[config.mk]
export PLATFORM = sky130hd
export DESIGN_NAME = vga_fb_scheduler
export DESIGN_NICKNAME = d
export VERILOG_FILES = /design/src/rtl/vga_fb_pkg.sv /design/src/rtl/vga_line_buffer.sv /design/src/rtl/vga_fb_scheduler.sv
export SDC_FILE = /design/constraint.sdc
export NUM_CORES = 2
export LEC_CHECK = 0
export BUFFER_PORTS_ARGS = -buffer_cell sky130_fd_sc_hd__buf_4
export CELL_PAD_IN_SITES_DETAIL_PLACEMENT = 1
export CELL_PAD_IN_SITES_GLOBAL_PLACEMENT = 2
export CORE_ASPECT_RATIO = 1.5
export CORE_MARGIN = 1.5
export CORE_UTILIZATION = 40
export DETAILED_ROUTE_END_ITERATION = 16
export PLACE_DENSITY_LB_ADDON = 0.25
export SLEW_MARGIN = 0
export SYNTH_ARGS = -nofsm -noshare
export SYNTH_HDL_FRONTEND = slang
export SYNTH_MEMORY_MAX_BITS = 65536
export SYNTH_SLANG_ARGS = --single-unit
[constraint.sdc]
create_clock -name clk_100MHz -period 20 [get_ports clk_100MHz]
set_input_delay 4 -clock clk_100MHz [delete_from_list [all_inputs] [get_ports clk_100MHz]]
set_output_delay 4 -clock clk_100MHz [all_outputs]
set_load 0.005 [all_outputs]
[src/rtl/vga_fb_pkg.sv]
// Shared framebuffer geometry, VGA timing constants and fetch FSM state type
// for the framebuffer scheduler and its line buffer.
package vga_fb_pkg;
  localparam int FB_W       = 200;
  localparam int FB_H       = 150;
  localparam int SCALE_LOG2 = 2;
  localparam int PIX_W      = 12;
  localparam int ADDR_W     = 15;
  localparam int COL_W      = 8;

  localparam int H_DISPLAY  = 800;
  localparam int V_DISPLAY  = 600;
  localparam int V_MAX      = 665;

  typedef enum logic [1:0] {IDLE, FETCH, DRAIN} fsm_e;

  function automatic logic [ADDR_W-1:0] fb_addr(input logic [COL_W-1:0] row,
                                                 input logic [COL_W-1:0] col);
    return ADDR_W'(row) * ADDR_W'(FB_W) + ADDR_W'(col);
  endfunction
endpackage

[src/rtl/vga_line_buffer.sv]
// Two-bank scan line buffer: fetch side writes one bank while scan-out reads
// the other; the read port doubles as the registered DAC output.
module vga_line_buffer
  import vga_fb_pkg::*;
(
  input  logic             clk_i,
  input  logic             rst_i,
  input  logic             wr_en_i,
  input  logic             wr_bank_i,
  input  logic [COL_W-1:0] wr_col_i,
  input  logic [PIX_W-1:0] wr_data_i,
  input  logic             rd_en_i,
  input  logic             rd_bank_i,
  input  logic [COL_W-1:0] rd_col_i,
  output logic [PIX_W-1:0] rd_data_o
);
  logic [PIX_W-1:0] mem_q [2][FB_W];

  always_ff @(posedge clk_i) begin
    if (wr_en_i) mem_q[wr_bank_i][wr_col_i] <= wr_data_i;
  end

  // Disabled reads output black rather than holding the last pixel.
  always_ff @(posedge clk_i) begin
    if (rst_i)        rd_data_o <= '0;
    else if (rd_en_i) rd_data_o <= mem_q[rd_bank_i][rd_col_i];
    else              rd_data_o <= '0;
  end
endmodule

[src/rtl/vga_fb_scheduler.sv]
// Arbitrates the single-port framebuffer RAM between row prefetch into the
// line buffer (absolute priority) and the pixel write port.
module vga_fb_scheduler
  import vga_fb_pkg::*;
(
  input  logic              clk_100MHz,
  input  logic              reset,
  input  logic [10:0]       x,
  input  logic [10:0]       y,
  input  logic              video_on,
  input  logic              wr_valid,
  output logic              wr_ready,
  input  logic [7:0]        wr_x,
  input  logic [7:0]        wr_y,
  input  logic [PIX_W-1:0]  wr_data,
  output logic [ADDR_W-1:0] mem_addr,
  output logic              mem_we,
  output logic [PIX_W-1:0]  mem_wdata,
  input  logic [PIX_W-1:0]  mem_rdata,
  output logic [PIX_W-1:0]  rgb,
  output logic              busy,
  output logic              wr_drop,
  output logic              fetch_overrun
);
  localparam logic [10:0] SUB_MASK = 11'((1 << SCALE_LOG2) - 1);

  fsm_e             state_q, state_d;
  logic [10:0]      x_q, y_row;
  logic             ls, trig_hit, trigger, start, issue_fetch;
  logic [COL_W-1:0] trig_row, row_q, col_q, iss_col_q, rd_col_q;
  logic             iss_vld_q, rd_vld_q, frame_valid_q;
  logic             wr_fire, wr_in_range;

  assign y_row = y >> SCALE_LOG2;
  assign ls    = (x == '0) && (x_q != '0);

  always_comb begin
    trig_hit = 1'b0;
    trig_row = '0;
    if (y < 11'(V_DISPLAY) && (y & SUB_MASK) == '0 && (y_row + 11'd1) < 11'(FB_H)) begin
      trig_hit = 1'b1;
      trig_row = COL_W'(y_row + 11'd1);
    end else if (y == 11'(V_MAX)) begin
      trig_hit = 1'b1;
    end
  end

  assign trigger     = ls && trig_hit;
  assign wr_in_range = (wr_x < 8'(FB_W)) && (wr_y < 8'(FB_H));
  assign wr_fire     = wr_valid && wr_ready;

  always_ff @(posedge clk_100MHz) begin
    if (reset) state_q <= IDLE;
    else       state_q <= state_d;
  end

  always_comb begin
    state_d = state_q;
    unique case (state_q)
      IDLE:    if (trigger) state_d = FETCH;
      FETCH:   if (col_q == COL_W'(FB_W)) state_d = DRAIN;
      DRAIN:   state_d = IDLE;
      default: state_d = IDLE;
    endcase
  end

  // Column 0 is issued from the trigger cycle so the whole fetch spans FB_W+2 clks.
  always_comb begin
    start       = (state_q == IDLE) && trigger;
    issue_fetch = (state_q == FETCH) && (col_q != COL_W'(FB_W));
    busy        = (state_q != IDLE);
    wr_ready    = (state_q == IDLE) && !trigger && !reset;
  end

  always_ff @(posedge clk_100MHz) begin
    if (reset) begin
      x_q           <= '0;
      row_q         <= '0;
      col_q         <= '0;
      iss_vld_q     <= 1'b0;
      iss_col_q     <= '0;
      rd_vld_q      <= 1'b0;
      rd_col_q      <= '0;
      mem_addr      <= '0;
      mem_we        <= 1'b0;
      mem_wdata     <= '0;
      wr_drop       <= 1'b0;
      frame_valid_q <= 1'b0;
      fetch_overrun <= 1'b0;
    end else begin
      x_q       <= x;
      mem_we    <= wr_fire && wr_in_range;
      wr_drop   <= wr_fire && !wr_in_range;
      iss_vld_q <= start || issue_fetch;
      // Read data returns one clk after its address; column follows alongside.
      rd_vld_q  <= iss_vld_q;
      rd_col_q  <= iss_col_q;
      if (start) begin
        row_q     <= trig_row;
        col_q     <= COL_W'(1);
        iss_col_q <= '0;
        mem_addr  <= fb_addr(trig_row, '0);
      end else if (issue_fetch) begin
        col_q     <= col_q + COL_W'(1);
        iss_col_q <= col_q;
        mem_addr  <= fb_addr(row_q, col_q);
      end else if (wr_fire) begin
        mem_addr  <= fb_addr(wr_y, wr_x);
        mem_wdata <= wr_data;
      end
      if (state_q == DRAIN && row_q == '0) frame_valid_q <= 1'b1;
      if (trigger && state_q != IDLE)      fetch_overrun <= 1'b1;
    end
  end

  vga_line_buffer u_lb (
    .clk_i     (clk_100MHz),
    .rst_i     (reset),
    .wr_en_i   (rd_vld_q),
    .wr_bank_i (row_q[0]),
    .wr_col_i  (rd_col_q),
    .wr_data_i (mem_rdata),
    .rd_en_i   (video_on && frame_valid_q),
    .rd_bank_i (y[SCALE_LOG2]),
    .rd_col_i  (COL_W'(x >> SCALE_LOG2)),
    .rd_data_o (rgb)
  );
endmodule

Word-level counts from Yosys, hierarchy flattened
Memory sizes are Yosys's and may differ from the RTL's.
Cells that the tools add are included.

operators by class
  $mul = 3
  $lt $le $gt $ge = 7
  reductions and logical operators = 33
  add/sub/neg operators = 4
  equal/unequal tests = 7
  multiplexer cells = 18
  bitwise operators = 5

operators by type and width
  kind                  count
  $mux 2400             1
  $bmux 12 s8           1
  $demux 12 s8          1
  $mux 15               3
  $mul 8x5->12 const B  3
  $mux 12               3
  $add 15x8->15         2
  $logic_not 11->1      2
  $ge 9x9->1 const B    2
  $not 8->9             2
  $logic_and 1x1->1     16
  $lt 8x8->1 const B    2
  $eq 11x10->1 const B  1
  $lt 11x10->1 const B  1
  $lt 11x8->1 const B   1
  $reduce_bool 11->1    1
  $add 9x1->10 const B  1
  $lt 9x1->1 const B    1
  $add 8x1->8 const B   1
  $eq 8x8->1 const B    1
  $logic_not 8->1       1
  $mux 8                1
  $ne 8x8->1 const B    1
  $reduce_bool 2->1     3
  other kinds (14)      25

storage, ports and cells
  memories = 1
  bits in registers = 90
  memory bits (writable) = 4800

memory list
  name        depth  width  rd ports  clocked after memory_dff  wr ports  line                   RTL
  u_lb.mem_q  2      2400   1         0                         1         vga_line_buffer.sv:17  logic [PIX_W-1:0] mem_q [2][FB_W];

Longest topological paths before layout
  word-level depth = 12
  mapped depth = 29

Hierarchy
A second synthesis with hierarchy kept.

second synthesis, totals
  cell total of the unflattened synthesis = 8901
  area, all modules = 190491.4 µm²

by module, submodules not included
  module            instances  seq. area each (µm²)  area each (µm²)  cells each
  vga_line_buffer   1          144378.5              184594.5         8208
  vga_fb_scheduler  1          1561.5                5896.9           693

Worst setup path after synthesis
Ideal clock, no wire load.

  kind = in2out
  start = input y[2]
  end = output wr_ready
  arrival time = 6.493 ns
  buffers on the path = 7
  slack = 9.507 ns
  stages on the path = 16
  cells stage by stage = buf_6 -> buf_12 -> buf_12 -> buf_6 -> buf_6 -> inv_1 -> buf_6 -> clkbuf_1 -> ha_1 -> nor2_1 -> o21ai_0 -> a31oi_1 -> o21ai_0 -> nand2_1 -> a21boi_0 -> nor3_1

on the way
  word-level cells in the longest chain between the ends = 8
  elaborated cells between the ends (all ways) = 12
  classes of those cells = add/sub (1); order compare (2); eq/ne (1); mux (2); reduce/logical (6)

RTL lines
  item                                                     line                    RTL
  start: declaration                                       vga_fb_scheduler.sv:9   input logic [10:0] y,
  $add 9x1->10 / $lt 11x10->1 (equally long branches)      -
  $lt 11x8->1 / $logic_and 1x1->1 (equally long branches)  vga_fb_scheduler.sv:40  if (y < 11'(V_DISPLAY) && (y & SUB_MASK) == '0 && (y_row + 11'd1) < 11'(FB_H)) begin
  $logic_and 1x1->1                                        vga_fb_scheduler.sv:40
  $mux 1 (*)                                               vga_fb_scheduler.sv:40
  $logic_and 1x1->1 (*)                                    vga_fb_scheduler.sv:48  assign trigger = ls && trig_hit;
  $logic_not 1->1 (*)                                      vga_fb_scheduler.sv:72  wr_ready = (state_q == IDLE) && !trigger && !reset;
  $logic_and 1x1->1 (*) (2 in series)                      vga_fb_scheduler.sv:72
  end: declaration                                         vga_fb_scheduler.sv:12  output logic wr_ready,

Mark *: on every way between the ends. The rest lies on a longest branch, timed or not.

Final worst setup path
  start = input x[1]
  end = output wr_ready

on the way
  word-level cells in the longest chain between the ends = 6

RTL lines
  item                             line                    RTL
  start: declaration               vga_fb_scheduler.sv:8   input logic [10:0] x,
  $logic_not 11->1                 vga_fb_scheduler.sv:35  assign ls = (x == '0) && (x_q != '0);
  $logic_and 1x1->1                vga_fb_scheduler.sv:35
  $logic_and 1x1->1                vga_fb_scheduler.sv:48
  $logic_not 1->1                  vga_fb_scheduler.sv:72
  $logic_and 1x1->1 (2 in series)  vga_fb_scheduler.sv:72

Every way passes these cells.

==> summary.txt <==
Setup path
  • Top cell family by delay on the critical path: simple AND/OR/NAND/NOR gates
  • Critical Path, Cell by Cell: buf_4, nor3_1, buf_4, nand4_1, nor2b_1, a21boi_0, nor3_1, buf_4
  • Slowest cell on crit path: nor3_1
  • Most used cell along the critical path: buf_4
  • Largest fanout on the critical path: 3
  • CP required: 16.00 ns
  • Crit end category: primary output
  • Slowest Stage Delay on Critical Path: 1.04 ns
  • WS Path Type: in2out
  • Startpoint Class: input port
  • WP data arrival: 6.98 ns
  • CP Buf/Inv Count: 3

Layout
  • Fin cells: 16300
  • Layout cells sized above 1: 26.4%
  • Layout area overhead: 13.0%
  • Nets@finish: 9798
  • End-of-flow core utilization: 45.4%

Logic synthesis
  • Number of synthesized flops with an enable pin: 4800
  • Async S/R FF share, synth: 0%
  • Netlist cell types: 90
  • Sequential share of the synthesized area: 76.0%
  • Share of the synthesized area in the top cell type: 75.1%
  • Mean Syn Cell Area: 21.2 um^2
  • Largest cells by area after synthesis: edfxtp_1 (75%), mux4_2 (14%), mux2i_1 (1.3%)
  • Commonest cells post-synth: edfxtp_1 (4800), mux4_2 (1160), nor2_1 (540)
  • Most common cell in the synthesized netlist: edfxtp_1
  • Synth Net Count: 9236
  • FF+latch count, synth: 4890
  • Synth Cell Area: 0.192 mm^2
  • Mapped Cells: 9060
  • Yosys warning total: 0
  • Synth area leader: edfxtp_1
  • Synth Flop Type: edfxtp_1

Run status
  • Status: finished, violations left
  • Failing checks: max-capacitance violations, max-slew violations

Clock network
  • Post-cts sizing count: 0
  • Post-CTS setup buffer count: 0
  • Root buf cell: clkbuf_16
  • CTS Sinks: 4890
  • CTS tree: built
  • Hold buffer count at CTS: 0
  • Total CTS buffers: 445
  • Htree depth: 5
  • Clock Path Buffers: 4
  • Clk_lat worst skew: 1.06 ns
  • Reg clk slew, reported paths: 0.06 ns

Floorplanning
  • Core area: 0.478 mm^2
  • Initial Util: 40.2%
  • IO Count: 110
  • Vert. Die Dim: 852 um
  • Die area: 0.484 mm^2
  • Site row count: 311
  • Die X: 569 um

Route
  • Via Count: 97900
  • Post-route ant nets: 0
  • DRC errors left: 0
  • First-pass DRT Iterations: 6
  • DRT iter0 DRCs: 11500
  • Vias per cell: 6.01
  • Final wirelength: 625000 um
  • Wire per inst: 38.3 um

Global route
  • Antenna violations before repair: 43
  • Largest net degree at the start of global routing: 179
  • Global-route wire length before repair: 858000 um
  • All-Layer GR Usage: 25.6%
  • Via count of the first global-routing pass: 102000
  • GRT overflow: 0

Timing
  • Least-Margin Pin Slew: 1.60 ns
  • Tcrit/Tclk final: 54.9%
  • RSZ-0062 raised after global routing: false
  • Max-slew violation count: 2
  • Final hold violations: 0
  • Final min period: 10.98 ns
  • Finish-stage setup viols: 0
  • Setup TNS: 0 ns
  • Hold slack: 0.452 ns
  • Worst slew margin: -8.06%
  • Fmax achieved: 91.1 MHz
  • Clk_skew: 0.0635 ns

Run
  • Max-Cap Viols: 1

Power and ir drop
  • Worst VDD drop: 0.0721 mV
  • Lkg Pwr: 68.3 nW
  • Power Dens Cells: 98.0 mW/mm^2
  • Overall power: 0.0213 W

Place
  • # placed instances: 15400
  • Final Wtd Congestion: 0.868
  • IO buf count: 109
  • Detailed Place HPWL: 394000 um

Hold path
  • HP Class: reg2reg
==> per-layer routing <==
layer	up-vias	wire length [um]	GRT usage (%)
li1	38900	-	-
met1	53900	228000	31.1
met2	4144	319000	44.2
met3	967	39200	3.50
met4	8	39100	14.1
met5	-	54	0
==> worst paths after layout <==
path	end	depth (start not counted)	slack, ns	startpoint
max	wr_ready	8	9.02	x[1]
min	iss_col_q[6]	2	0.45	iss_col_q[6]
max reg2reg	mem_addr[14]	14	15.24	row_q[0]
min reg2reg	iss_col_q[6]	2	0.45	iss_col_q[6]
==> power breakdown <==
| group | internal, W | switching [W] |
|---|---|---|
| clock | 0.00492 | 0.00391 |
| sequential | 0.0112 | 0.00000321 |
| combinational | 0.000378 | 0.000811 |
==> layout make-up <==
class / count / area (um^2)
Antenna cell: 46 / 115
Clock buffer: 548 / 11800
Clock inverter: 277 / 2950
Fill cell: 43400 / 261000
Inverter: 77 / 304
Multi-Input combinational cell: 3585 / 43000
Sequential cell: 4890 / 146000
Tap cell: 6260 / 7830
Timing Repair Buffer: 623 / 5030
==> placed cells by master (no fill, tap or decap), types with 16 or more instances in the layout <==
cell type | synthesis | final
edfxtp_1 | 4800 | 4800
mux4_2 | 1160 | 1160
buf_4 | 75 | 589
clkbuf_16 | 0 | 454
nor2_1 | 540 | 418
nand2_1 | 354 | 348
mux2i_1 | 254 | 253
a21oi_1 | 180 | 177
nor2_2 | 0 | 117
a22oi_1 | 101 | 101
ha_1 | 99 | 99
o21ai_0 | 98 | 93
dfxtp_1 | 90 | 90
clkinv_1 | 1 | 86
clkinv_2 | 0 | 85
clkbuf_1 | 145 | 82
nand3_1 | 79 | 73
inv_1 | 75 | 71
o22ai_1 | 63 | 63
mux4_1 | 59 | 59
bufinv_16 | 0 | 55
nor2b_1 | 56 | 51
diode_2 | 0 | 46
nor3_1 | 46 | 45
a221oi_1 | 42 | 41
a211oi_1 | 39 | 37
a31oi_1 | 35 | 35
xnor2_1 | 29 | 29
o221ai_1 | 28 | 28
clkinvlp_4 | 0 | 22
mux2_2 | 21 | 21
nand4_1 | 20 | 20
o211ai_1 | 18 | 18
xor2_1 | 17 | 17
buf_12 | 6 | 17
a22o_1 | 16 | 16
==> worst register-to-register path, delay by kind of cell (launching register included) <==
kind / cells / cell delay [ns]
simple gates: 4 / 1.41
fa+ha+maj: 4 / 1.19
flops: 1 / 0.31
buf+inv: 3 / 0.78
xor+xnor: 2 / 0.70
compound gates: 1 / 0.29
==> per-stage QoR <==
stage / setup slack [ns] / area (um^2)
2_1_floorplan: 9.51 / 192000
3_3_place_gp: 9.09 / 202000
4_1_cts: 9.14 / 217000
3_5_place_dp: 9.16 / 202000
5_1_grt: 9.04 / 217000
6_report: 9.02 / 217000
==> logic make-up after synthesis <==
| group | Yosys count | share of synthesized area, % |
|---|---|---|
| multiplexers | 1494 | 15.9 |
| adder cells (fa/ha/maj) | 110 | 0.760 |
| XOR/XNOR | 47 | 0.221 |
| AND/OR/NAND/NOR | 1189 | 2.67 |
| buffers and inverters | 585 | 1.89 |
| flip-flops | 4890 | 76.0 |
| AO/OA/AOI/OAI | 745 | 2.62 |
==> registers in the layout, indices dropped and copies added (netlist names), 2 cells and up <==
register	flops
col_q	8
x_q	11
mem_wdata	12
row_q	8
state_q	2
iss_col_q	8
u_lb.rd_data_o	12
mem_addr	15
u_lb.mem_q	4800
rd_col_q	8
No activity file was read; power rests on OpenSTA's default activity.
